===== config.mk =====
export PLATFORM = sky130hd
export DESIGN_NAME = beep_req_arbiter
export DESIGN_NICKNAME = d
export VERILOG_FILES = /design/src/rtl/beep_arb_pkg.sv /design/src/rtl/rr_arb2.sv /design/src/rtl/beep_req_arbiter.sv
export SDC_FILE = /design/constraint.sdc
export NUM_CORES = 1
export LEC_CHECK = 0
export ABC_AREA = 1
export CAP_MARGIN = 20
export CORE_ASPECT_RATIO = 1.25
export CORE_MARGIN = 4
export CORE_UTILIZATION = 60
export DETAILED_ROUTE_END_ITERATION = 12
export GPL_TIMING_DRIVEN = 0
export PLACE_DENSITY_LB_ADDON = 0.25
export SYNTH_ARGS = -nofsm -noshare
export SYNTH_HDL_FRONTEND = slang
export SYNTH_SLANG_ARGS = --single-unit

===== constraint.sdc =====
create_clock -name sys_clk -period 5.08 [get_ports sys_clk]
set_input_delay 1.016 -clock sys_clk [delete_from_list [all_inputs] [get_ports sys_clk]]
set_output_delay 1.016 -clock sys_clk [all_outputs]
set_load 0.005 [all_outputs]

===== src/rtl/beep_arb_pkg.sv =====
// Shared types and helpers for the two-requester buzzer arbiter.
package beep_arb_pkg;

  localparam int N_REQ = 2;

  typedef enum logic [1:0] {
    IDLE = 2'd0,
    ON   = 2'd1,
    OFF  = 2'd2,
    GAP  = 2'd3
  } state_e;

  // Number of beeps in the pattern belonging to requester idx.
  function automatic logic [2:0] beeps_for(input logic       idx,
                                           input logic [2:0] beeps0,
                                           input logic [2:0] beeps1);
    return idx ? beeps1 : beeps0;
  endfunction

endpackage


===== src/rtl/rr_arb2.sv =====
// Two-input round-robin picker: combinational one-hot take from pending bits and last winner.
module rr_arb2 (
  input  logic [1:0] pend_i,
  input  logic       last_i,
  output logic [1:0] take_o
);

  always_comb begin
    take_o = 2'b00;
    case (pend_i)
      2'b01:   take_o = 2'b01;
      2'b10:   take_o = 2'b10;
      // Both pending: the requester that did not win last time goes next.
      2'b11:   take_o = last_i ? 2'b01 : 2'b10;
      default: take_o = 2'b00;
    endcase
  end

endmodule


===== src/rtl/beep_req_arbiter.sv =====
// Latches buzzer requests from two sources, grants round-robin and plays the owner's beep pattern.
module beep_req_arbiter
  import beep_arb_pkg::*;
#(
  parameter int               CNT_W   = 24,
  parameter logic [CNT_W-1:0] ON_CNT  = 24'd5_000_000,
  parameter logic [CNT_W-1:0] OFF_CNT = 24'd2_500_000,
  parameter logic [CNT_W-1:0] GAP_CNT = 24'd5_000_000,
  parameter logic [2:0]       BEEPS0  = 3'd1,
  parameter logic [2:0]       BEEPS1  = 3'd2
) (
  input  logic             sys_clk,
  input  logic             sys_rst,
  input  logic [N_REQ-1:0] req,
  output logic [N_REQ-1:0] grant,
  output logic             busy,
  output logic             done,
  output logic             beep
);

  localparam logic [CNT_W-1:0] ON_LAST  = ON_CNT  - 1'b1;
  localparam logic [CNT_W-1:0] OFF_LAST = OFF_CNT - 1'b1;
  localparam logic [CNT_W-1:0] GAP_LAST = GAP_CNT - 1'b1;

  state_e             state_q, state_d;
  logic [N_REQ-1:0]   pend_q, pend_d;
  logic               last_q, last_d;
  logic [CNT_W-1:0]   cnt_q, cnt_d;
  logic [2:0]         beeps_left_q, beeps_left_d;
  logic [N_REQ-1:0]   grant_q, grant_d;
  logic               busy_q, done_q, beep_q;
  logic [N_REQ-1:0]   take, take_eff;

  rr_arb2 u_rr_arb2 (
    .pend_i (pend_q),
    .last_i (last_q),
    .take_o (take)
  );

  // NOTE: every variable gets a default before the case so no path leaves one unassigned,
  // which would otherwise infer a latch.
  always_comb begin
    state_d      = state_q;
    cnt_d        = cnt_q;
    beeps_left_d = beeps_left_q;
    grant_d      = grant_q;
    last_d       = last_q;
    take_eff     = '0;
    case (state_q)
      IDLE: begin
        if (pend_q != '0) begin
          take_eff     = take;
          grant_d      = take;
          last_d       = take[1];
          beeps_left_d = beeps_for(take[1], BEEPS0, BEEPS1) - 3'd1;
          cnt_d        = '0;
          state_d      = ON;
        end
      end
      ON: begin
        if (cnt_q == ON_LAST) begin
          cnt_d = '0;
          if (beeps_left_q != 3'd0) begin
            beeps_left_d = beeps_left_q - 3'd1;
            state_d      = OFF;
          end else begin
            state_d = GAP;
          end
        end else begin
          cnt_d = cnt_q + 1'b1;
        end
      end
      OFF: begin
        if (cnt_q == OFF_LAST) begin
          cnt_d   = '0;
          state_d = ON;
        end else begin
          cnt_d = cnt_q + 1'b1;
        end
      end
      GAP: begin
        if (cnt_q == GAP_LAST) begin
          cnt_d   = '0;
          grant_d = '0;
          state_d = IDLE;
        end else begin
          cnt_d = cnt_q + 1'b1;
        end
      end
      default: state_d = IDLE;
    endcase
    // A req coinciding with its own take survives the clear and is replayed later.
    pend_d = (pend_q & ~take_eff) | req;
  end

  // NOTE: state registers use non-blocking assignments so every flop samples pre-edge values.
  always_ff @(posedge sys_clk or posedge sys_rst) begin
    if (sys_rst) begin
      state_q      <= IDLE;
      pend_q       <= '0;
      last_q       <= 1'b1;
      cnt_q        <= '0;
      beeps_left_q <= 3'd0;
      grant_q      <= '0;
      busy_q       <= 1'b0;
      done_q       <= 1'b0;
      beep_q       <= 1'b0;
    end else begin
      state_q      <= state_d;
      pend_q       <= pend_d;
      last_q       <= last_d;
      cnt_q        <= cnt_d;
      beeps_left_q <= beeps_left_d;
      grant_q      <= grant_d;
      // Outputs are registered from next-state so they line up with state_q.
      busy_q       <= (state_d != IDLE);
      done_q       <= (state_d == GAP) && (cnt_d == GAP_LAST);
      beep_q       <= (state_d == ON);
    end
  end

  always_ff @(posedge sys_clk) begin
    param_ok: assert (ON_CNT != '0 && OFF_CNT != '0 && GAP_CNT != '0 &&
                      BEEPS0 != 3'd0 && BEEPS1 != 3'd0)
      else $error("beep_req_arbiter: zero-valued count parameter");
  end

  assign grant = grant_q;
  assign busy  = busy_q;
  assign done  = done_q;
  assign beep  = beep_q;

endmodule


== After elaboration in Yosys (flattened, before gate mapping) ==
Index checks and enable logic that the tools add are counted.

* Register bits after elaboration: 37
* Bits of input ports: 4
* Word-level logic and storage cells: 63

* Add/sub/neg operators: 3
* Equal/unequal tests: 15
* Multiplexer cells: 22
* Bitwise logic cells: 3
* Reduce and logical (&&, ||, !) cells: 11

{| class="wikitable"
|+ Operator list
! kind !! number
|-
| 24-bit 2-to-1 mux || 3
|-
| 24-bit one-hot mux with 3 select lines || 1
|-
| 24-bit by 23-bit == test with 1-bit output (second input constant) || 2
|-
| 24-bit by 1-bit adder with 24-bit output (second input constant) || 1
|-
| 24-bit by 22-bit == test with 1-bit output (second input constant) || 1
|-
| 2-bit 2-to-1 mux || 10
|-
| 2-bit == test (second input constant) || 5
|-
| 3-bit 2-to-1 mux || 3
|-
| 2-bit != test (second input constant) || 4
|-
| 2-bit one-hot mux with 4 select lines || 1
|-
| 2-bit nonzero test || 4
|-
| 2-bit by 1-bit == test with 1-bit output (second input constant) || 3
|-
| 2-bit one-hot mux with 3 select lines || 1
|-
| 3-bit one-hot mux with 2 select lines || 1
|-
| 2-bit one-hot mux with 2 select lines || 1
|-
| 4-bit AND reduction || 1
|-
| 3-bit AND reduction || 1
|-
| 3-bit nonzero test || 1
|-
| 2-bit by 1-bit subtractor with 3-bit output (second input constant) || 1
|-
| 3-bit by 1-bit subtractor with 3-bit output (second input constant) || 1
|-
| 2-bit AND || 1
|-
| 2-bit logical NOT || 1
|-
| 2-bit inverter || 1
|-
| 2-bit bitwise OR || 1
|-
| other kinds (4) || 4
|}

== Depth between registers and ports, before layout ==
Gate-level depths: netlist of run 1.

* Depth in word-level cells: 7
* Gate-level depth with buffers: 16
* Mapped depth without buffers: 16

== By module ==
Synthesis of run 1 repeated with hierarchy kept, for this count alone.

* Cells, all modules: 411
* Area total of the unflattened synthesis: 2601.2 µm²

{| class="wikitable"
|+ By module, submodules not included
! module !! instances !! cells an instance !! area each (µm²)
|-
| beep_req_arbiter || 1 || 406 || 2580.0
|-
| rr_arb2 || 1 || 5 || 21.3
|}

== Worst setup path after synthesis of run 1 ==
OpenSTA, ideal clock, no wires.

* Kind: register -> register
* From: register cnt_q[0]
* To: register done_q, in the netlist done
* Library setup time: 0.071 ns
* Arrival time: 1.724 ns
* Required time: 5.009 ns
* Slack: 3.285 ns
* Stages on the path, launching flop included: 16
* Buffers on the path: 1
* Period minus slack after synthesis: 1.795 ns
* Path through: dfrtp_1 ha_1 nand2_1 inv_1 nand2_1 nor2_1 nand3_1 nand2_2 nand2_4 buf_6 nand3_1 nor2_1 nand2_1 nor2_1 nand3_1 nor2_1

* Longest elaborated chain between the ends: 5

{| class="wikitable"
|+ Ends and longest elaborated chain
! what !! line !! text
|-
| start, declared || beep_req_arbiter.sv:28 || <nowiki>logic [CNT_W-1:0] cnt_q, cnt_d;</nowiki>
|-
| start signal, assigned || beep_req_arbiter.sv:112 || <nowiki>cnt_q <= cnt_d;</nowiki>
|-
| 24-bit by 1-bit adder with 24-bit output (tied with other cells) || beep_req_arbiter.sv:70, beep_req_arbiter.sv:78, beep_req_arbiter.sv:87 ||
|-
| 24-bit 2-to-1 mux (tied with other cells) || beep_req_arbiter.sv:61, beep_req_arbiter.sv:82 ||
|-
| 24-bit one-hot mux with 3 select lines or 2-bit one-hot mux with 4 select lines (tied branches) || beep_req_arbiter.sv:49 || <nowiki>case (state_q)</nowiki>
|-
| 24-bit by 23-bit == test with 1-bit output or 2-bit == test (tied branches) || beep_req_arbiter.sv:117 || <nowiki>done_q <= (state_d == GAP) && (cnt_d == GAP_LAST);</nowiki>
|-
| 1-bit logical AND * || beep_req_arbiter.sv:117 ||
|-
| end signal, assigned || beep_req_arbiter.sv:117 ||
|-
| end, declared || beep_req_arbiter.sv:31 || <nowiki>logic busy_q, done_q, beep_q;</nowiki>
|}

Mark *: on every way between the ends. The rest lies on a longest branch, timed or not.
A chain may end at the register's enable or synchronous reset.

== Final worst setup path of run 1 ==
Same ends and word-level chain as after synthesis.

==> impl_metrics.env, run 1 <==
export IMPL_drt_initial_drc_count=195
export IMPL_grt_pass1_wl_mm=10.6
export IMPL_synth_common_cells="116 x nand2_1, 69 x nor2_1, 52 x inv_1"
export IMPL_hpwl_mm=4.88
export IMPL_io_buffers=8
export IMPL_multi_input_area_um2=1370
export IMPL_synthMostInstantiatedCell="nand2_1"
export IMPL_worst_ep_arrival_time_ns=2.52
export IMPL_reg2regPathDepth=14
export IMPL_dpl_cell_count=460
export IMPL_fp_dieArea_um2=5390
export IMPL_design_power_total_mw=0.575
export IMPL_netlist_area_um2=2560
export IMPL_maxCapViolCount=0
export IMPL_max_freq_mhz=436
export IMPL_cts_buffers=5
export IMPL_synth_edff_count=0
export IMPL_synth_nets=401
export IMPL_status="completed"
export IMPL_end_kind="flip-flop"
export IMPL_gr_total_overflow=0
export IMPL_intPower_mw=0.458
export IMPL_sw_frac_of_total_pct=20.2
export IMPL_seqCellArea_um2=927
export IMPL_ios=9
export IMPL_fin_cells=468
export IMPL_synth_area_leader_cell="dfrtp_1"
export IMPL_cpPeakStageDelay_ns=0.42
export IMPL_drv_slew=0
export IMPL_syn_avg_cell_area_um2=6.49
export IMPL_n_fill_cell=389
export IMPL_path_max_fanout=10
export IMPL_vdd_drop_max_mv=0.173
export IMPL_synthArstFlopShare_pct=100
export IMPL_synth_seq_cells=37
export IMPL_hold_path_class="flip-flop to flip-flop"
export IMPL_finalSetupViolations=0
export IMPL_r2r_end="done"
export IMPL_ctsHoldBuffers=0
export IMPL_rr_startpoint="cnt_q[0]"
export IMPL_fin_setup_tns_ns=0
export IMPL_power_density_nw_per_um2=201
export IMPL_synth_top_area_share_pct=35.1
export IMPL_dp_slack_ns=2.83
export IMPL_clkSlewWorstSetupHoldPaths_ns=0.08
export IMPL_fin_ws_ns=2.79
export IMPL_initial_core_util_pct=62.6
export IMPL_final_util_pct=69.8
export IMPL_crit_path_top_delay_cell="dfrtp_1"
export IMPL_min_path_cells=2
export IMPL_synth_yosys_warnings=0
export IMPL_wl_per_cell_um=13.5
export IMPL_num_antenna_cells=0
export IMPL_maxSlewHeadroom_pct=44.6
export IMPL_ys_flop_type="dfrtp_1"
export IMPL_period_share_pct=45.2
export IMPL_via_count=2492
export IMPL_wl_mm=6.34
export IMPL_seq_area_frac_synth_pct=36.1
export IMPL_rows=26
export IMPL_cts_resized_gates=0
export IMPL_power_frac_seq_pct=51.2
export IMPL_crit_chain="ha_1 > nand2_1 > inv_1 > nand2_1 > nor2_1 > nand3_1 > nand2_2 > nand2_4 > buf_6 > nand3_1 > and2_1 > nor2_1 > nand3_1 > nor2_1"
export IMPL_clockBufferDepth=2
export IMPL_via_per_inst=5.32
export IMPL_worstPathRequired_ns=5.31
export IMPL_p_comb_share_pct=1.8
export IMPL_rsz0062_at_grt="false"
export IMPL_drtAntennaViolNets=0
export IMPL_layout_drive_gt1_share_pct=9.95
export IMPL_clock_latency_ns=0.29
export IMPL_p_sw_mw=0.116
export IMPL_coreArea_um2=4100
export IMPL_grt_pass1_vias=2335
export IMPL_gp_congestion=0.901
export IMPL_post_route_drc_count=0
export IMPL_cts_num_sinks=37
export IMPL_htreeDepth=2
export IMPL_p_leak_nw=1.40
export IMPL_synthToLayoutAreaGrowth_pct=11.6
export IMPL_fin_crit_ns=2.29
export IMPL_clockPowerShare_pct=46.9
export IMPL_critPathLaunchType="flip-flop"
export IMPL_cts_tree="done"
export IMPL_post_cts_buffers=0
export IMPL_synth_area_leaders="dfrtp_1 35%, nand2_1 17%, nor2_1 10%"
export IMPL_skew_ns=0.00753
export IMPL_hold_end="last_q"
export IMPL_grt_max_degree=20
export IMPL_chipWidth_um=66.5
export IMPL_final_hold_viol_count=0
export IMPL_drt_pass1_iter_count=5
export IMPL_synthCells=395
export IMPL_nets=417
export IMPL_critPathKind="flip-flop to flip-flop"
export IMPL_reg2reg_slack_ns=2.79
export IMPL_antenna_found_initial=0
export IMPL_grt_usage_pct=26.3
export IMPL_tightest_slew_ns=0.830
export IMPL_worstHoldStart="last_q"
export IMPL_synth_distinct_cells=33
export IMPL_die_h_um=81.1
export IMPL_clockRootBuffer="clkbuf_8"
## sequential cells by signal (all words and copies together), names as in the netlist
signal,cells
beeps_left_q,3
grant,2
done,1
pend_q,2
cnt_q,24
state_q,2
beep,1
last_q,1
busy,1
## how the worst max path moves through the flow
| stage | startpoint | end | cells after the start |
|---|---|---|---|
| after floorplan | sys_rst | beep | 1 |
| after global placement | sys_rst | cnt_q[10] | 2 |
| after detailed placement | cnt_q[0] | done | 14 |
| after CTS | cnt_q[0] | done | 14 |
| after global routing | cnt_q[0] | done | 14 |
| final | cnt_q[0] | done | 14 |
## layer usage
layer / global-route usage (%) / up-vias / wire [µm]
met5: 0 / - / 0
met4: 11.2 / 0 / 228
met3: 4.70 / 18 / 338
met2: 44.9 / 67 / 3090
met1: 32.3 / 1141 / 2680
li1: - / 1266 / -
## power groups by stage
| stage | clock network (mW) | logic [mW] | registers, mW |
|---|---|---|---|
| final | 0.270 | 0.0106 | 0.294 |
| after global routing | 0.288 | 0.0119 | 0.294 |
| after floorplan | 0 | 0.00446 | 0.300 |
| after detailed placement | 0 | 0.0112 | 0.300 |
| after global placement | 0 | 0.00821 | 0.300 |
| after CTS | 0.273 | 0.0112 | 0.294 |
## logic make-up after synthesis
family,Yosys count,share of synthesized area [%]
AND/OR/NAND/NOR,254,43.5
buffers and inverters,66,10.3
flip-flops,37,36.1
AO/OA/AOI/OAI,30,6.98
XOR/XNOR,6,2.05
adder cells (fa/ha/maj),2,0.975
## critical path, delay by kind of cell, from the launching register on
family,cells,cell delay [ns]
fa+ha+maj,1,0.27
buf+inv,2,0.25
flops,1,0.42
simple gates,11,1.29
## cell usage in the layout (no fill, tap or decap), types with 2 or more instances in the layout
| cell type | n |
|---|---|
| o21bai_1 | 2 |
| inv_2 | 5 |
| dfrtp_1 | 36 |
| clkdlybuf4s50_1 | 8 |
| ha_1 | 2 |
| clkinv_1 | 2 |
| nor2_1 | 69 |
| nor2_2 | 6 |
| nand2_2 | 4 |
| inv_1 | 52 |
| a21oi_1 | 6 |
| xor2_1 | 5 |
| nand4_1 | 10 |
| clkbuf_8 | 6 |
| nand2_1 | 116 |
| o21ai_0 | 14 |
| nor2_4 | 3 |
| nand3_1 | 38 |
| nand2_4 | 2 |
| buf_2 | 5 |
| o21ai_1 | 2 |
| nor3_1 | 3 |
## area by class of cell
cell class                 instances  share of cell area (%)
tap                               56                    2.45
clock buffer                       6                    2.88
multi-input combinational        292                    47.9
sequential                        37                    32.4
clock inverter                     2                    1.31
buffer                             7                    1.53
inverter                          59                    7.74
timing repair buffer               9                    3.76
## stage by stage
| stage | hold WS, ns | cell area (µm²) |
|---|---|---|
| 2_1_floorplan | 0.447 | 2560 |
| 3_3_place_gp | 0.467 | 2720 |
| 4_1_cts | 0.478 | 2860 |
| 5_1_grt | 0.527 | 2860 |
| 3_5_place_dp | 0.466 | 2740 |
| 6_report | 0.474 | 2860 |
No activity file was read; power rests on OpenSTA's default activity.
==> inputs of run 2 (changes only) <==
--- a/config.mk
+++ b/config.mk
@@ -9,7 +9,7 @@
 export CAP_MARGIN = 20
 export CORE_ASPECT_RATIO = 1.25
 export CORE_MARGIN = 4
-export CORE_UTILIZATION = 60
+export CORE_UTILIZATION = 55
 export DETAILED_ROUTE_END_ITERATION = 12
 export GPL_TIMING_DRIVEN = 0
 export PLACE_DENSITY_LB_ADDON = 0.25
==> constraint.sdc (replaced) <==
create_clock -name sys_clk -period 1.9 [get_ports sys_clk]
set_input_delay 0.38 -clock sys_clk [delete_from_list [all_inputs] [get_ports sys_clk]]
set_output_delay 0.38 -clock sys_clk [all_outputs]
set_load 0.005 [all_outputs]
==> impl_metrics.env, run 2 (synthesis results as in run 1) <==
export IMPL_worst_ep_arrival_time_ns=2.21
export IMPL_crit_path_top_delay_cell="dfrtp_1"
export IMPL_drt_pass1_iter_count=4
export IMPL_p_leak_nw=1.50
export IMPL_regMostFlops="cnt_q"
export IMPL_reg2regPathDepth=13
export IMPL_antenna_found_initial=0
export IMPL_highest_signal_layer="met4"
export IMPL_clock_latency_ns=0.30
export IMPL_wl_met3_um=369
export IMPL_hpwl_mm=4.76
export IMPL_htreeDepth=2
export IMPL_critPathKind="flip-flop to flip-flop"
export IMPL_cts_tree="done"
export IMPL_hold_path_class="flip-flop to flip-flop"
export IMPL_nets=429
export IMPL_layout_drive_gt1_share_pct=19.1
export IMPL_clockBufferDepth=2
export IMPL_tightest_slew_ns=0.781
export IMPL_fin_crit_ns=1.98
export IMPL_drt_initial_drc_count=187
export IMPL_final_common_cell="nand2_1"
export IMPL_final_cell_mix="107 x nand2_1, 61 x nor2_1, 49 x inv_1"
export IMPL_drv_slew=0
export IMPL_post_route_drc_count=0
export IMPL_vdd_drop_max_mv=0.515
export IMPL_largestRegisters="cnt_q (24), beeps_left_q (3)"
export IMPL_period_share_pct=104
export IMPL_via_per_inst=5.49
export IMPL_ios=9
export IMPL_violations="setup timing"
export IMPL_end_kind="flip-flop"
export IMPL_rsz0062_at_grt="true"
export IMPL_grt_max_degree=38
export IMPL_grt_pass1_vias=2564
export IMPL_cpPeakStageDelay_ns=0.43
export IMPL_status="finished, violations left"
export IMPL_drt_met1_wl_mm=2.78
export IMPL_via_count=2646
export IMPL_chipWidth_um=69.1
export IMPL_grt_usage_pct=24.9
export IMPL_coreArea_um2=4460
export IMPL_dp_slack_ns=-0.244
export IMPL_gp_congestion=0.923
export IMPL_final_hold_viol_count=0
export IMPL_largest_reg_flops=24
export IMPL_maxCapViolCount=0
export IMPL_grt_pass1_wl_mm=11.8
export IMPL_critPathLaunchType="flip-flop"
export IMPL_cts_buffers=5
export IMPL_io_buffers=8
export IMPL_crit_chain="ha_4 > buf_6 > nand3_4 > nor2_4 > nand3_4 > nand2_4 > nand2_8 > buf_12 > a21oi_2 > nand3_1 > nor2_1 > nand2_1 > nor2_1"
export IMPL_hold_end="last_q"
export IMPL_wl_met2_mm=3.47
export IMPL_clkSlewWorstSetupHoldPaths_ns=0.08
export IMPL_fin_hold_ws_ns=0.476
export IMPL_fp_dieArea_um2=5830
export IMPL_reg2reg_slack_ns=-0.08
export IMPL_rows=27
export IMPL_rr_startpoint="cnt_q[0]"
export IMPL_drtAntennaViolNets=0
export IMPL_r2r_end="done"
export IMPL_skew_ns=0.00898
export IMPL_cp_num_buf_inv=2
export IMPL_clockRootBuffer="clkbuf_8"
export IMPL_die_h_um=84.4
export IMPL_critical_path_top_delay_family="simple AND/OR/NAND/NOR gates"
export IMPL_path_max_fanout=8
export IMPL_initial_core_util_pct=57.5
export IMPL_min_path_cells=2
export IMPL_num_antenna_cells=0
export IMPL_maxSlewHeadroom_pct=47.9
export IMPL_finalSetupViolations=1
export IMPL_cts_num_sinks=37
export IMPL_wl_mm=6.90
export IMPL_synthToLayoutAreaGrowth_pct=20.3
export IMPL_worstHoldStart="last_q"
export IMPL_gr_total_overflow=0
export IMPL_max_freq_mhz=506
export IMPL_wl_per_cell_um=14.3
export IMPL_fin_ws_ns=-0.0776
export IMPL_worstPathRequired_ns=2.14
export IMPL_power_density_nw_per_um2=498
## run 2: cell type report
class	instances	area, µm²
buffer	7	52.6
clock buffer	6	82.6
clock inverter	2	37.5
fill	392	1370
inverter	59	221
multi-input combinational	292	1490
sequential	37	931
tap	58	72.6
timing repair buffer	21	199
## run 2: worst min-delay path, delay by kind of cell (launching register included)
kind | cells | cell delay, ns
DFF | 1 | 0.37
and+or+nand+nor | 2 | 0.11
## run 2: through the flow
step	total power [mW]	setup TNS, ns	util, %	instance area (µm²)	cells
finish	1.54	-0.0776	69.2	3090	482
global route	1.59	-0.454	69.2	3090	482
CTS	1.55	-0.0892	66.5	2960	479
detailed placement	0.825	-0.244	60.9	2720	461
global placement	0.825	-5.14	60.9	2720	461
floorplan	0.814	0	-	2560	395
## run 2: repair_timing
action	CTS	global route
resized for setup	14	25
setup endpoints to repair	2	8
pin swaps	7	13
buffers inserted	10	2
hold buffers	0	0
cloned	0	1
## run 2: worst max path at each step
stage,from,endpoint,slack (ns),depth (start not counted)
after floorplan,cnt_q[0],done,0.10,15
after global placement,cnt_q[0],done,-0.23,15
after detailed placement,cnt_q[0],done,-0.24,15
after CTS,cnt_q[0],done,-0.09,15
after global routing,cnt_q[0],done,-0.22,14
final,cnt_q[0],done,-0.08,13
## run 2: where the power goes
group	switching [mW]	internal (mW)
registers	0.000000000000000110	0.787
logic	0.0158	0.00583
clock network	0.302	0.427
total	0.318	1.22
## run 2: metal layers
metal / vias up / track usage [%]
met5: - / 0
met4: 0 / 14.6
met3: 25 / 4.31
met2: 89 / 42.2
met1: 1244 / 29.6
li1: 1288 / -
